==> config.mk <==
export PLATFORM = sky130hd
export DESIGN_NAME = grid_seed_loader
export DESIGN_NICKNAME = d
export VERILOG_FILES = /design/src/rtl/grid_pkg.sv /design/src/rtl/grid_seed_loader.sv
export SDC_FILE = /design/constraint.sdc
export NUM_CORES = 1
export LEC_CHECK = 0
export CAP_MARGIN = 5
export CORE_ASPECT_RATIO = 0.8
export CORE_MARGIN = 2
export CORE_UTILIZATION = 45
export CTS_BUF_LIST = sky130_fd_sc_hd__clkbuf_16
export CTS_CLUSTER_DIAMETER = 80
export DETAILED_ROUTE_END_ITERATION = 8
export PLACE_DENSITY_LB_ADDON = 0.1
export SLEW_MARGIN = 20
export SYNTH_ARGS = -nofsm -noshare
export SYNTH_HDL_FRONTEND = slang
export SYNTH_SLANG_ARGS = --single-unit
==> constraint.sdc <==
create_clock -name clk -period 9.37 [get_ports clk]
set_input_delay 2.811 -clock clk [delete_from_list [all_inputs] [get_ports clk]]
set_output_delay 2.811 -clock clk [all_outputs]
set_load 0.1 [all_outputs]
==> src/rtl/grid_pkg.sv <==
// Shared types and helpers for the 8x8 Life grid datapath.
// Contents: grid geometry constants, grid/row types, loader state enum,
//           and a row-insertion helper used when assembling a frame.
package grid_pkg;

  localparam int GRID_ROWS = 8;
  localparam int GRID_COLS = 8;

  typedef logic [GRID_ROWS*GRID_COLS-1:0] grid_t;
  typedef logic [GRID_COLS-1:0]           row_t;

  typedef enum logic [1:0] {
    IDLE,
    LOAD,
    DRAIN,
    HOLD
  } loader_state_t;

  // Return g with row idx replaced by r; row 0 lives in the top byte.
  function automatic grid_t put_row(grid_t g, row_t r, logic [2:0] idx);
    grid_t res;
    res = g;
    for (int i = 0; i < GRID_ROWS; i++) begin
      if (idx == 3'(i)) begin
        res[(GRID_ROWS-1-i)*GRID_COLS +: GRID_COLS] = r;
      end
    end
    return res;
  endfunction

endpackage

==> src/rtl/grid_seed_loader.sv <==
// Purpose: assembles one 8x8 grid frame from a byte stream and hands it off as a 64-bit seed.
// Latency: seed/seed_valid appear the cycle after the final beat; err the cycle after the bad beat.
// Backpressure: in_ready low only while a finished seed waits for seed_ack; no byte is taken then.
//
// Ports: clk, reset (async, active-high); in_valid/in_ready/in_data/in_last byte stream in;
//        seed/seed_valid/seed_ack frame handoff out; err framing/checksum error flag.
// Parameter ERR_STICKY: 0 = one-cycle err pulse, 1 = err held until the next frame's first beat.
// Optional macro GRID_SEED_CHECKSUM_EN: 9-byte frames whose last byte is the XOR of the 8 rows.
module grid_seed_loader
  import grid_pkg::*;
#(
  parameter bit ERR_STICKY = 1'b0
) (
  input  logic        clk,
  input  logic        reset,
  input  logic        in_valid,
  output logic        in_ready,
  input  logic [7:0]  in_data,
  input  logic        in_last,
  output logic [63:0] seed,
  output logic        seed_valid,
  input  logic        seed_ack,
  output logic        err
);

`ifdef GRID_SEED_CHECKSUM_EN
  localparam int          CNT_W  = 4;
  localparam logic [3:0]  LAST_K = 4'd8;   // checksum beat
`else
  localparam int          CNT_W  = 3;
  localparam logic [2:0]  LAST_K = 3'd7;   // row 7 beat
`endif

  loader_state_t    state, state_nxt;
  logic [CNT_W-1:0] cnt, cnt_nxt;
  grid_t            shadow, shadow_nxt;
  grid_t            seed_nxt;
  logic             err_evt;
  logic             beat;
  logic             idle_beat;

`ifdef GRID_SEED_CHECKSUM_EN
  row_t             csum, csum_nxt;
`endif

  assign in_ready   = (state != HOLD);
  assign seed_valid = (state == HOLD);
  assign beat       = in_valid && in_ready;
  assign idle_beat  = beat && (state == IDLE);

  always_comb begin
    state_nxt  = state;
    cnt_nxt    = cnt;
    shadow_nxt = shadow;
    seed_nxt   = seed;
    err_evt    = 1'b0;
`ifdef GRID_SEED_CHECKSUM_EN
    csum_nxt   = csum;
`endif
    case (state)
      IDLE, LOAD: begin
        if (beat) begin
          if (cnt == LAST_K) begin
            // Frame-ending beat: every outcome restarts the row count.
            cnt_nxt    = '0;
            shadow_nxt = '0;
`ifdef GRID_SEED_CHECKSUM_EN
            csum_nxt   = '0;
            if (!in_last) begin
              err_evt   = 1'b1;
              state_nxt = DRAIN;
            end else if (in_data == csum) begin
              seed_nxt  = shadow;
              state_nxt = HOLD;
            end else begin
              err_evt   = 1'b1;
              state_nxt = IDLE;
            end
`else
            if (in_last) begin
              seed_nxt  = put_row(shadow, in_data, 3'd7);
              state_nxt = HOLD;
            end else begin
              err_evt   = 1'b1;
              state_nxt = DRAIN;
            end
`endif
          end else if (in_last) begin
            // Frame ended early: drop the partial rows.
            err_evt    = 1'b1;
            cnt_nxt    = '0;
            shadow_nxt = '0;
            state_nxt  = IDLE;
`ifdef GRID_SEED_CHECKSUM_EN
            csum_nxt   = '0;
`endif
          end else begin
            shadow_nxt = put_row(shadow, in_data, cnt[2:0]);
            cnt_nxt    = cnt + 1'b1;
            state_nxt  = LOAD;
`ifdef GRID_SEED_CHECKSUM_EN
            csum_nxt   = csum ^ in_data;
`endif
          end
        end
      end
      DRAIN: begin
        if (beat && in_last) begin
          state_nxt = IDLE;
        end
      end
      HOLD: begin
        if (seed_ack) begin
          state_nxt = IDLE;
        end
      end
      default: begin
        state_nxt = IDLE;
      end
    endcase
  end

  always_ff @(posedge clk or posedge reset) begin
    if (reset) begin
      state  <= IDLE;
      cnt    <= '0;
      shadow <= '0;
      seed   <= '0;
      err    <= 1'b0;
`ifdef GRID_SEED_CHECKSUM_EN
      csum   <= '0;
`endif
    end else begin
      state  <= state_nxt;
      cnt    <= cnt_nxt;
      shadow <= shadow_nxt;
      seed   <= seed_nxt;
      // A new error wins over the clearing first beat that raised it.
      if (ERR_STICKY) begin
        err <= err_evt | (err & ~idle_beat);
      end else begin
        err <= err_evt;
      end
`ifdef GRID_SEED_CHECKSUM_EN
      csum   <= csum_nxt;
`endif
    end
  end

endmodule

* Yosys cells after proc, flatten, opt, wreduce, memory -nomap -nowiden
Index checks and enable logic that the tools add are counted.
** Operators by class
- Add/subtract/negate cells :: 1
- Equality and inequality tests :: 14
- Multiplexer cells :: 23
- Reduce and logical (&&, ||, !) cells :: 22
** Operator list (number)
- 2-to-1 mux 64 bit :: 2
- 2-to-1 mux 8 bit :: 7
- AND reduction 3 bit :: 8
- nonzero test 3 bit :: 7
- == test 3 bit, second input constant :: 4
- 2-to-1 mux 2 bit :: 4
- 2-to-1 mux 1 bit :: 7
- == test 3 x 2 -> 1 bit, second input constant :: 2
- 2-to-1 mux 3 bit :: 2
- inequality test 2 bit, second input constant :: 3
- one-hot mux 2 bit (3 select lines) :: 1
- == test 2 bit, second input constant :: 2
- AND reduction 4 bit :: 1
- adder 3 x 1 -> 3 bit, second input constant :: 1
- == test 3 x 1 -> 1 bit, second input constant :: 1
- logical NOT 3 bit :: 1
- == test 2 x 1 -> 1 bit, second input constant :: 1
- logical AND 1 bit :: 2
- logical NOT 2 bit :: 1
- inequality test 2 x 1 -> 1 bit, second input constant :: 1
- AND reduction 2 bit :: 1
- OR reduction 2 bit :: 1
** Storage, ports and cells
- Register bits :: 126
- Input port bits :: 13
- Logic and storage cells :: 71

* Depth between registers and ports, before layout
- Word-level depth :: 5
- Mapped depth :: 6
- Gate-level depth less buffers :: 5

* Worst setup path after synthesis
OpenSTA, ideal clock, no wires.
- Path type :: reg2out
- Start :: register state[1]
- End :: output port seed_valid
- Data arrival time :: 1.821 ns
- Data required time :: 6.559 ns
- Setup slack :: 4.738 ns
- Stages on the path, launching flop included :: 3
- Buffers on the path :: 0
- Cells stage by stage :: dfrtp_1 nand2_1 inv_1
** Between the ends
- Longest elaborated chain between the ends :: 1
** RTL lines
- start: declaration :: line grid_seed_loader.sv:34 : loader_state_t state, state_nxt;
- start signal: assignment :: line grid_seed_loader.sv:134 : state <= state_nxt;
- == test 2 bit :: line grid_seed_loader.sv:47 : assign seed_valid = (state == HOLD);
- end: declaration :: line grid_seed_loader.sv:21 : output logic seed_valid,
Every way passes these cells.

* Worst setup path after layout
Same ends and word-level chain as after synthesis.

==> reports/qor.yml <==
ys_async_sr_fraction_pct: 100.0
viasPerCell: 4.971
stdcell_area_sq_um: 6440
io_buffer_count: 79
fin_nets: 422
final.min_clock_period_ns: 4.915
path_cells: "nand2_1 > inv_1 > clkdlybuf4s50_1"
rsz0062_at_grt: "false"
wirelength_um: 9355
cts_tree: "yes"
crit_slowest_cell: "clkdlybuf4s50_1"
syn_nets: 332
crit_buf_inv: 2
wl_per_cell_um: 16.80
clock_sinks: 126
clk_pin_slew_ns: 0.05
synth_edf_count: 0
ys_seq_elements: 126
htree_levels: 4
gp_congestion: 0.8207
grt_max_degree: 90
die_area_sq_um: 11870
cts_buffer_depth: 2
ir_worst_vdd_uv: 134.2
cpPeakStageDelay_ns: 1.12
drtIter0Drc: 125
finalSetupViolCount: 0
cap_violations: 0
diodes: 0
worstMarginPinSlew_ns: 0.9864
p_per_area_nw_per_um2: 231.0
ctsResizeCount: 0
post_cts_buffers: 0
die_y_um: 97.86
area_growth_pct: 29.97
firstDrtPassIters: 4
cp-start-kind: "flip-flop"
placed_cell_area_sq_um: 5876
ant_nets: 0
start_util_pct: 45.85
leakage_nw: 3.122
critPathMaxFanout: 6
layout_common_cells: "126 x dfrtp_1, 79 x clkdlybuf4s50_1, 60 x mux2_1, 60 x mux2_2, 17 x clkbuf_16"
drv_slew: 0
finalPower_mw: 1.488
grt_pass1_wl_um: 15580
clockRootBuffer: "clkbuf_16"
dp.final_hpwl_um: 5974
die_w_um: 121.3
netlist_area_sq_um: 4955
hp-class: "reg2reg"
ys_seq_area_share_pct: 63.64
yosysWarningCount: 0
cts.hold.buffers_added: 0
grt_remaining_overflow: 0
antenna_found_initial: 0
drive_gt1_share_pct: 23.24
grt_pass1_vias: 2882
synth_flop_cell: "dfrtp_1"
seqCellArea_sq_um: 3153
core_sq_um: 10810
fmax_ghz: 0.2035
final.period_utilization_pct: 52.45
final_common_cell: "dfrtp_1"
crit_family: "buffers and inverters"
grt.total_usage_pct: 17.78
fin_tns_setup_ns: 0
crit_type: "reg2out"
vias: 2769
arrival_ns: 2.10
netlist_instances: 312
multi_input_area_sq_um: 1723
drc_errors: 0
fp-row-count: 34
relSlewSlack_pct: 34.03
critPathRequiredTime_ns: 6.56
status: "completed"
avgSynthCellArea_sq_um: 15.88
num_io_pins: 80
cts_buffers: 17
clock_latency_ns: 0.40
finClkSkew_ns: 0.008467
end_kind: "output pin"
fillers: 899
hold_viol: 0
ys_types: 23
==> routing by layer <==
layer / track usage (%) / part of all wire, % / vias to the layer above
li1: - / - / 1275
met1: 25.07 / 49 / 1411
met2: 25.71 / 45 / 69
met3: 5.607 / 4.7 / 14
met4: 7.162 / 1.8 / 0
met5: 0 / 0 / -
==> cell families (layout without fill, tap and decap cells) <==
logic type      after synthesis  count (layout)  share of synthesized area, %
compound gates               11              11                         1.793
flops                       126             126                         63.64
fa+ha+maj                     7               7                         1.768
buf+inv                      14             115                         1.591
simple gates                 33              33                         3.763
xor+xnor                      1               1                        0.1768
mux                         120             120                         27.27
==> per-stage QoR <==
step                      hold WS, ns  worst slack (ns)  utilization [%]  instances
after detailed placement       0.4722             4.242            54.38        527
after floorplan                0.4541             3.203                -        312
final                          0.4801             4.455            59.60        557
after global routing           0.5017             4.351            59.60        557
after CTS                      0.4851             4.437            59.56        557
after global placement         0.4607             4.274            54.38        527
==> cell usage after synthesis, types with 2 or more instances <==
master,instances,area share (%)
a21oi_2,5,0.88
and2_1,8,1.0
buf_2,3,0.30
buf_4,6,0.91
dfrtp_1,126,64
ha_1,7,1.8
inv_1,5,0.38
mux2_1,60,14
mux2_2,60,14
nand2_1,12,0.91
nand2b_1,4,0.50
nand3_1,2,0.20
nor2_1,2,0.15
o21ai_0,3,0.30
==> worst register-to-register path: stages, from the launching register on <==
cell and delay (ns):
dfrtp_1 0.40, ha_1 0.22, ha_1 0.30, nand3_4 0.74, mux2_1 0.66
==> cell type report <==
| cell class | count | area share, % |
|---|---|---|
| multi-input cells | 172 | 26.75 |
| repair buffers | 80 | 12.45 |
| flip-flops and latches | 126 | 48.96 |
| inverters | 5 | 0.3303 |
| clock buffers | 17 | 6.606 |
| well taps | 144 | 2.798 |
| clock inverters | 13 | 2.098 |
==> state kept, by name, indices dropped and copies added, names as in the netlist <==
name	flops
state	2
seed	64
cnt	3
shadow	56
err	1
==> worst paths after layout <==
check	slack, ns	endpoint	depth (start not counted)	start
max	4.46	seed_valid	3	state[1]
min	0.48	seed[28]	1	shadow[28]
max reg2reg	6.93	seed[49]	4	cnt[0]
min reg2reg	0.48	seed[28]	1	shadow[28]
max in group asynchronous	5.45	shadow[23]	3	reset
min in group asynchronous	2.78	seed[41]	2	reset
==> power breakdown <==
group,internal [mW],total [mW],switching [mW]
logic,0.0790,0.238,0.159
clock network,0.406,0.616,0.210
registers,0.603,0.633,0.0307
total,1.09,1.49,0.399
Power figures use the tool's default switching activity.
